### src/rtl/booth_mult_seq.sv
// Sequential radix-4 Booth multiplier, one digit per clock, start/busy/done handshake.
// Define BOOTH_UNSIGNED_MODE_EN to add the is_signed port (zero- or sign-extended operands).
module booth_mult_seq #(
  parameter int unsigned WIDTH = 32
) (
  input  logic                 clk,
  input  logic                 rst_n,
  input  logic                 start,
`ifdef BOOTH_UNSIGNED_MODE_EN
  input  logic                 is_signed,
`endif
  input  logic [WIDTH-1:0]     multiplicand,
  input  logic [WIDTH-1:0]     multiplier,
  output logic                 busy,
  output logic                 done,
  output logic [2*WIDTH-1:0]   product
);

`ifdef BOOTH_UNSIGNED_MODE_EN
  localparam int unsigned W_INT = WIDTH + 2;
`else
  localparam int unsigned W_INT = WIDTH;
`endif
  localparam int unsigned N  = W_INT / 2;
  localparam int unsigned HW = W_INT + 2;
  localparam int unsigned CW = $clog2(N) + 1;
  localparam int unsigned PH = 2*WIDTH - W_INT;

  typedef enum logic [1:0] {
    S_IDLE,
    S_CALC,
    S_FINISH
  } state_t;

  state_t              r_state;
  state_t              w_state_nxt;

  logic [HW-1:0]       r_mcand;
  logic [HW-1:0]       r_acc;
  logic [W_INT-1:0]    r_mplr;
  logic                r_ylsb;
  logic [CW-1:0]       r_cnt;
  logic                r_busy;
  logic                r_done;
  logic [2*WIDTH-1:0]  r_product;

  logic                w_ext_sign;
  logic [HW-1:0]       w_a_ext;
  logic [W_INT-1:0]    w_b_ext;
  logic [2:0]          w_triplet;
  logic [HW-1:0]       w_m2;
  logic [HW-1:0]       w_pp;
  logic [HW-1:0]       w_sum;
  logic                w_last;

`ifdef BOOTH_UNSIGNED_MODE_EN
  assign w_ext_sign = is_signed;
  assign w_b_ext    = {{2{w_ext_sign & multiplier[WIDTH-1]}}, multiplier};
`else
  assign w_ext_sign = 1'b1;
  assign w_b_ext    = multiplier;
`endif
  assign w_a_ext = {{(HW-WIDTH){w_ext_sign & multiplicand[WIDTH-1]}}, multiplicand};

  assign w_triplet = {r_mplr[1:0], r_ylsb};
  assign w_m2      = {r_mcand[HW-2:0], 1'b0};
  assign w_last    = (r_cnt == CW'(N-1));

  // M is held W_INT+2 wide so that -2M stays representable even for the most-negative M.
  always_comb begin
    w_pp = '0;
    case (w_triplet)
      3'b001, 3'b010: w_pp = r_mcand;
      3'b011:         w_pp = w_m2;
      3'b100:         w_pp = -w_m2;
      3'b101, 3'b110: w_pp = -r_mcand;
      default:        w_pp = '0;
    endcase
  end

  assign w_sum = r_acc + w_pp;

  always_comb begin
    w_state_nxt = r_state;
    case (r_state)
      S_IDLE:   if (start) w_state_nxt = S_CALC;
      S_CALC:   if (w_last) w_state_nxt = S_FINISH;
      S_FINISH: w_state_nxt = S_IDLE;
      default:  w_state_nxt = S_IDLE;
    endcase
  end

  always_ff @(posedge clk or negedge rst_n) begin
    if (!rst_n) begin
      r_state <= S_IDLE;
    end else begin
      r_state <= w_state_nxt;
    end
  end

  always_ff @(posedge clk or negedge rst_n) begin
    if (!rst_n) begin
      r_mcand   <= '0;
      r_acc     <= '0;
      r_mplr    <= '0;
      r_ylsb    <= 1'b0;
      r_cnt     <= '0;
      r_busy    <= 1'b0;
      r_done    <= 1'b0;
      r_product <= '0;
    end else begin
      r_done <= 1'b0;
      case (r_state)
        S_IDLE: begin
          if (start) begin
            r_mcand <= w_a_ext;
            r_acc   <= '0;
            r_mplr  <= w_b_ext;
            r_ylsb  <= 1'b0;
            r_cnt   <= '0;
            r_busy  <= 1'b1;
          end
        end
        S_CALC: begin
          // {acc, mplr, ylsb} shifts right by two as a single arithmetic register.
          r_acc  <= {{2{w_sum[HW-1]}}, w_sum[HW-1:2]};
          r_mplr <= {w_sum[1:0], r_mplr[W_INT-1:2]};
          r_ylsb <= r_mplr[1];
          r_cnt  <= r_cnt + 1'b1;
        end
        S_FINISH: begin
          r_product <= {r_acc[PH-1:0], r_mplr};
          r_done    <= 1'b1;
          r_busy    <= 1'b0;
        end
        default: begin
          r_busy <= 1'b0;
        end
      endcase
    end
  end

  assign busy    = r_busy;
  assign done    = r_done;
  assign product = r_product;

endmodule

### config.mk
export PLATFORM = sky130hd
export DESIGN_NAME = booth_mult_seq
export DESIGN_NICKNAME = d
export VERILOG_FILES = /design/src/rtl/booth_mult_seq.sv
export SDC_FILE = /design/constraint.sdc
export NUM_CORES = 1
export LEC_CHECK = 0
export CAP_MARGIN = 0
export CORE_ASPECT_RATIO = 2
export CORE_MARGIN = 1.5
export CORE_UTILIZATION = 51
export CTS_CLUSTER_DIAMETER = 100
export DETAILED_ROUTE_END_ITERATION = 6
export GPL_TIMING_DRIVEN = 0
export PLACE_DENSITY_LB_ADDON = 0.25
export SLEW_MARGIN = 20
export SYNTH_ARGS = -nofsm -noshare
export SYNTH_HDL_FRONTEND = slang
export SYNTH_SLANG_ARGS = --single-unit
### constraint.sdc
create_clock -name clk -period 4.1 [get_ports clk]
set_clock_uncertainty 0.1 [all_clocks]
set_input_delay 0.82 -clock clk [delete_from_list [all_inputs] [get_ports clk]]
set_output_delay 0.82 -clock clk [all_outputs]
set_load 0.01 [all_outputs]
==> summary.md, run 1 <==
| Metric | Value |
|---|---|
| Outcome | finished with violations |
| Failing checks | DRC, setup timing |
| Most frequent CP cell | a21oi_1 |
| Antenna-violating nets left | 0 |
| CTS tree | built |
| Post-Synthesis Cells | 1,241 |
| Ranking of synthesized cells by area | dfrtp_1 (43%), nand2_1 (14%), o21ai_0 (5.1%) |
| Initial core utilization | 0.5230 |
| Clock transition at path regs | 70 ps |
| Worst R2R End | r_acc[32]$_DFFE_PN0P_ |
| DRT iter0 DRCs | 498 |
| Diodes inserted | 0 |
| Ys Warns | 0 |
| Vias in the first global route | 10,067 |
| Critical Path Sink | r_acc[32]$_DFFE_PN0P_ |
| FP Rows | 71 |
| Placed cell area | 11,680 µm² |
| Least-Margin Pin Slew | 751.3 ps |
| Max Root-Sink Buffers | 2 |
| Delay-heaviest family, CP | simple AND/OR/NAND/NOR gates |
| Syn_nets | 1,345 |
| Critical path endpoint category | flip-flop |
| Die Wd | 101.5 µm |
| Critical Path RT | 4370 ps |
| Die area | 20,300 µm² |
| Crit-path max FO | 8 |
| CORE AREA | 18,920 µm² |
| Root buffer cell | clkbuf_16 |
| DR WL/cell | 18.81 µm |
| Critical-path top delay cell | or3_4 |
| Syn avg cell area | 7.974 µm² |
| Final WS setup | -466.2 ps |
| Initial antenna violation count | 0 |
| Fin nets | 1,551 |
| Post-synth EDFFs | 0 |
| Initial DRT Pass Iterations | 7 |
| Largest net degree at the start of global routing | 92 |
| Post-Syn Area | 9896 µm² |
| Total number of vias | 9,824 |
| Hold Path Class | input port to asynchronous set/reset pin |
| DR vias/cell | 5.728 |
| Post-synth ARST share | 1.000 |
| Crit-path cells | or3_4 > nor3_4 > buf_4 > nand2b_2 > nor4_1 > xnor2_1 > a22oi_1 > o21ai_0 > ha_1 > a21o_1 > a21oi_1 > o211ai_1 > a21oi_1 > nand3b_1 > o221ai_2 > xor2_1 > or3_1 > o21ai_1 |
| Yosys reg bits | 170 |
| Sink Count | 170 |
| Area Growth Syn to Fin | 34.59% |
| CP max stage delay | 430 ps |
| Io pins | 133 |
| CP Launch Type | flip-flop |
| Share of cells above drive strength 1 | 0.1603 |
| H-tree levels | 4 |
| Critical Path Source | r_mcand[0]$_DFFE_PN0P_ |
| FMAX | 0.2190 GHz |
| Die Y | 200.0 µm |
| Synth cell types | 60 |
| Reg2reg path depth | 18 |
| Fin crit share | 1.114 |
| FILL cells | 1,592 |
| RSZ-0062 raised after global routing | true |
| Clk_lat worst skew | 450 ps |
| WP data arrival | 4840 ps |
| Number of buffers created by CTS | 17 |
| Post-DP HPWL | 23,570 µm |
| Final Slew Violations | 0 |
| Final setup fails | 18 |
| Fin. Hold Viols | 0 |
| GRT Total Usage | 0.3241 |
| Crit path kind | flip-flop to flip-flop |
| Gp weighted congestion | 0.9459 |
| R2r startpoint | r_mcand[0]$_DFFE_PN0P_ |
| Reg-to-reg slack, setup | -470 ps |
| Synth area leader | dfrtp_1 |
| Final Routed Wirelength | 32,270 µm |
| Min Tclk post-route | 4566 ps |
| Port Buffer Count | 132 |
| Max-cap violations | 0 |
| Residual DRC | 1 |
| Grt ovf | 0 |
| Primary FF master, synth | dfrtp_1 |
| First-pass GRT wire length | 49,820 µm |
| CP Depth | 18 |
| Slew HR | 0.4973 |
| CTS Hold Bufs | 0 |
| Post-synth top area share | 0.4299 |
| WP buf/inv | 1 |
| Post-synthesis sequential area ratio | 0.4299 |
| Post-route design area | 13,320 µm² |
per-stage QoR:
step	hold slack, ps	util	setup TNS (ps)	setup slack, ps	std cells
2_1_floorplan	349.4	-	-246.3	-85.37	1241
3_3_place_gp	356.5	0.6147	-822700	-4781	1628
3_5_place_dp	361.3	0.6173	-14410	-1130	1630
4_1_cts	269.0	0.6806	-3903	-392.8	1703
5_1_grt	296.6	0.7039	-7354	-618.7	1715
6_report	236.6	0.7039	-4167	-466.2	1715
cells in the final DEF (no fill, tap or decap), drive strengths merged, types with 3 or more instances in the layout:
master,count
a31oi,5
a221oi,8
dfrtp,170
inv,20
clkbuf,76
nor2b,3
o22ai,33
a22oi,22
o21ai,102
ha,36
nor2,115
nand2b,6
xnor2,36
xor2,29
a211oi,7
o21bai,5
nor4,6
nand3,39
buf,74
a21o,15
mux2i,4
a31o,3
nand4,6
a21oi,43
and3,4
or4,3
and2,4
or3,19
clkinv,6
o211ai,8
clkinvlp,3
clkdlybuf4s50,131
o311ai,6
nor3,19
nand2,370
synth_stat cells, types with 2 or more instances:
cell type  instances
a211oi_1           7
a21boi_0           2
a21o_1            15
a21oi_1           43
a221oi_1           7
a22oi_1           22
a31o_2             3
a31oi_1            5
and2_1             4
and3_1             4
buf_1              9
clkbuf_1          65
dfrtp_1          170
ha_1              36
inv_1             16
mux2i_1            4
nand2_1          370
nand2b_1           6
nand3_1           39
nand3b_1           2
nand4_1            5
nor2_1           114
nor2b_1            3
nor3_1            18
nor3b_1            2
nor4_1             6
o211ai_1           8
o21ai_0          101
o21ba_2            2
o21bai_1           5
o221ai_1           2
o22ai_1           33
o311ai_0           5
or3_1             16
or3_4              3
or4_1              2
xnor2_1           36
xor2_1            29
sequential cells by signal, summed over array words and instances (netlist names):
signal   count
r_mcand     32
r_mplr      32
r_ylsb       1
product     64
r_cnt        5
r_acc       32
done         1
r_state      2
busy         1
layout make-up:
class / instances / area [µm²] / share of cell area
buffer: 63 / 262.8 / 0.01973
clock buffer: 19 / 452.9 / 0.03401
clock inverter: 13 / 137.6 / 0.01033
inverter: 17 / 63.81 / 0.004791
multi-input combinational: 979 / 5923 / 0.4447
sequential: 170 / 4262 / 0.3200
tap: 255 / 319.1 / 0.02395
timing repair buffer: 199 / 1898 / 0.1425
worst min-delay path by stage:
stage | to | slack [ps] | cells after the start
after detailed placement | product[50]$_DFFE_PN0P_ | 360 | 2
after floorplan | r_cnt[3]$_DFFE_PN0P_ | 350 | 1
final | product[26]$_DFFE_PN0P_ | 240 | 1
after CTS | product[26]$_DFFE_PN0P_ | 270 | 1
after global routing | product[26]$_DFFE_PN0P_ | 300 | 1
after global placement | product[16]$_DFFE_PN0P_ | 360 | 2
what timing repair did:
item | 4_1_cts | 5_1_grt
setup buffers | 50 | 23
setup endpoints to repair | 25 | 21
resized for setup | 95 | 87
pin swaps | 39 | 49
routing by layer:
| metal | vias to the layer above | GRT usage | part of all wire |
|---|---|---|---|
| met3 | 129 | 0.05571 | 0.038 |
| met5 | - | 0 | 0 |
| met1 | 4684 | 0.3072 | 0.34 |
| li1 | 4665 | - | - |
| met2 | 346 | 0.6194 | 0.55 |
| met4 | 0 | 0.2130 | 0.066 |
logic make-up after synthesis:
kind of cell / share of synthesized area
flops: 0.4299
fa+ha+maj: 0.04754
compound gates: 0.1707
simple gates: 0.2553
xor+xnor: 0.05753
buf+inv: 0.03502
mux: 0.004046
Power of run 1 is not shown: default switching activity piles up to over one toggle a cycle in this logic, so the estimate is an artifact.
==> run 2, diff against run 1 <==
--- a/config.mk
+++ b/config.mk
@@ -6,7 +6,7 @@
 export NUM_CORES = 1
 export LEC_CHECK = 0
 export CAP_MARGIN = 0
-export CORE_ASPECT_RATIO = 2
+export CORE_ASPECT_RATIO = 0.5
 export CORE_MARGIN = 1.5
 export CORE_UTILIZATION = 51
 export CTS_CLUSTER_DIAMETER = 100
==> summary.md, run 2 (synthesized netlist as in run 1, its figures left out) <==
| Metric | Value |
|---|---|
| FMAX | 0.2174 GHz (was 0.2190 GHz) |
| Delay-heaviest family, CP | simple AND/OR/NAND/NOR gates (unchanged) |
| Final setup fails | 17 (was 18) |
| Least-Margin Pin Slew | 924.7 ps (was 751.3 ps) |
| Critical path endpoint category | flip-flop (unchanged) |
| Port Buffer Count | 132 (unchanged) |
| Final Routed Wirelength | 31,470 µm (was 32,270 µm) |
| Critical Path Source | r_mcand[2]$_DFFE_PN0P_ (was r_mcand[0]$_DFFE_PN0P_) |
| Share of cells above drive strength 1 | 0.1624 (was 0.1603) |
| Initial antenna violation count | 0 (unchanged) |
| RSZ-0062 raised after global routing | true (unchanged) |
| Grt ovf | 0 (unchanged) |
| Pre-CTS setup slack | -969.0 ps (was -1130 ps) |
| Most frequent CP cell | or3_4 (was a21oi_1) |
| GRT Total Usage | 0.3152 (was 0.3241) |
| Residual DRC | 0 (was 1) |
| Critical-path top delay cell | dfrtp_1 (was or3_4) |
| Die area | 20,300 µm² (unchanged) |
| CP max stage delay | 400 ps (was 430 ps) |
| Final Util | 0.7100 (was 0.7039) |
| Die Y | 101.5 µm (was 200.0 µm) |
| Met2 usage | 0.4904 (was 0.6194) |
| Clk_lat worst skew | 440 ps (was 450 ps) |
| Met3 global-route usage | 0.08825 (was 0.05571) |
| Root buffer cell | clkbuf_16 (unchanged) |
| Vias in the first global route | 9,228 (was 10,067) |
| FILL cells | 1,497 (was 1,592) |
| CTS tree | built (unchanged) |
| Crit-path max FO | 5 (was 8) |
| Final WS setup | -500.2 ps (was -466.2 ps) |
| Area Growth Syn to Fin | 34.16% (was 34.59%) |
| R2r startpoint | r_mcand[2]$_DFFE_PN0P_ (was r_mcand[0]$_DFFE_PN0P_) |
| Io pins | 133 (unchanged) |
| WP buf/inv | 2 (was 1) |
| Hold Path Class | input port to asynchronous set/reset pin (unchanged) |
| WP data arrival | 4860 ps (was 4840 ps) |
| Number of buffers created by CTS | 17 (unchanged) |
| DR WL/cell | 18.32 µm (was 18.81 µm) |
| Max Root-Sink Buffers | 2 (unchanged) |
| CTS Hold Bufs | 0 (unchanged) |
| Critical Path RT | 4360 ps (was 4370 ps) |
| Fin nets | 1,550 (was 1,551) |
| CP Launch Type | flip-flop (unchanged) |
| Initial core utilization | 0.5292 (was 0.5230) |
| DR vias/cell | 5.728 (about the same) |
| Outcome | finished with violations (unchanged) |
| M1 GR Usage | 0.4411 (was 0.3072) |
| Dpl cells | 1,634 (was 1,630) |
| Antenna-violating nets left | 0 (unchanged) |
| DRT iter0 DRCs | 798 (was 498) |
| Largest net degree at the start of global routing | 102 (was 92) |
| Reg-to-reg slack, setup | -500 ps (was -470 ps) |
| Clock transition at path regs | 80 ps (was 70 ps) |
| Post-DP HPWL | 22,050 µm (was 23,570 µm) |
| Max-cap violations | 0 (unchanged) |
| Busiest metal layer after global routing | met2 (unchanged) |
| Post-route design area | 13,280 µm² (was 13,320 µm²) |
| Final Slew Violations | 0 (unchanged) |
| Slew HR | 0.3757 (was 0.4973) |
| Fin crit share | 1.122 (was 1.114) |
| Placed cell area | 11,680 µm² (about the same) |
| Failing checks | setup timing (was DRC, setup timing) |
| Fin. Hold Viols | 0 (unchanged) |
| Max reg flops | 64 (unchanged) |
| Total number of vias | 9,841 (was 9,824) |
| Sink Count | 170 (unchanged) |
| Die Wd | 200.0 µm (was 101.5 µm) |
| Crit path kind | flip-flop to flip-flop (unchanged) |
| H-tree levels | 4 (unchanged) |
| First-pass GRT wire length | 48,790 µm (was 49,820 µm) |
| Commonest cells after routing, fill and taps aside | nand2_1 (362), dfrtp_1 (161), clkdlybuf4s50_1 (131) (was nand2_1 (360), dfrtp_1 (164), clkdlybuf4s50_1 (131)) |
| Commonest non-fill, non-tap cell in the layout | nand2_1 (unchanged) |
| Crit-path cells | buf_6 > or3_4 > nor3_4 > buf_6 > nand2_2 > or3_4 > or3_4 > and2_4 > xor2_2 > a22oi_2 > o21ai_2 > ha_4 > nand4_1 > a21oi_2 > o2111ai_2 > a21oi_2 > o221ai_2 > xor2_1 > or3_1 > o21ai_0 (was or3_4 > nor3_4 > buf_4 > nand2b_2 > nor4_1 > xnor2_1 > a22oi_1 > o21ai_0 > ha_1 > a21o_1 > a21oi_1 > o211ai_1 > a21oi_1 > nand3b_1 > o221ai_2 > xor2_1 > or3_1 > o21ai_1) |
| Min Tclk post-route | 4600 ps (was 4566 ps) |
| FP Rows | 35 (was 71) |
| CORE AREA | 18,700 µm² (was 18,920 µm²) |
| Diodes inserted | 0 (unchanged) |
| Initial DRT Pass Iterations | 6 (was 7) |
| Gp weighted congestion | 0.9169 (was 0.9459) |
| Final cell count without fillers | 1,718 (was 1,715) |
run 2: through the flow:
stage               hold slack (ps)  TNS [ps]
floorplan                     349.4    -246.3
global placement              356.7   -811940
detailed placement            362.1    -13470
CTS                           262.5     -2803
global route                  281.4     -6937
finish                        240.5     -4067
run 2: per-layer routing:
| layer | part of all wire | vias up |
|---|---|---|
| li1 | - | 4661 |
| met1 | 0.46 | 4809 |
| met2 | 0.44 | 336 |
| met3 | 0.085 | 35 |
| met4 | 0.011 | 0 |
| met5 | 0 | - |
run 2: cell type report:
| cell class | instances | area [µm²] | area share |
|---|---|---|---|
| clock buffers | 18 | 429.2 | 0.03232 |
| multi-input cells | 979 | 5903 | 0.4446 |
| clock inverters | 14 | 152.6 | 0.01150 |
| inverters | 17 | 63.81 | 0.004806 |
| well taps | 259 | 324.1 | 0.02441 |
| flip-flops and latches | 170 | 4265 | 0.3213 |
| plain buffers | 63 | 262.8 | 0.01979 |
| repair buffers | 198 | 1876 | 0.1413 |
run 2: timing repair:
item                       CTS  global route
hold endpoints to repair     0             0
pin swaps                   41            42
gates resized for setup    100            76
buffers inserted            40            24
setup endpoints to repair   25            23
run 2: final timing paths:
kind,cells after the start,end
min in group clk,2,product[12]$_DFFE_PN0P_
max reg2reg,20,r_acc[32]$_DFFE_PN0P_
max,20,r_acc[32]$_DFFE_PN0P_
min reg2reg,2,product[12]$_DFFE_PN0P_
min,1,r_mcand[8]$_DFFE_PN0P_
max in group asynchronous,2,r_mplr[10]$_DFFE_PN0P_
run 2: worst reg2reg max path, delay by kind of cell, from the launching register on:
kind                     cells  cell delay, ps
adder cells (fa/ha/maj)      1             330
flip-flops                   1             400
AO/OA/AOI/OAI                7            1060
AND/OR/NAND/NOR              8            2070
buffers and inverters        2             280
XOR/XNOR                     2             310
Power of run 2 is left out for the same reason.
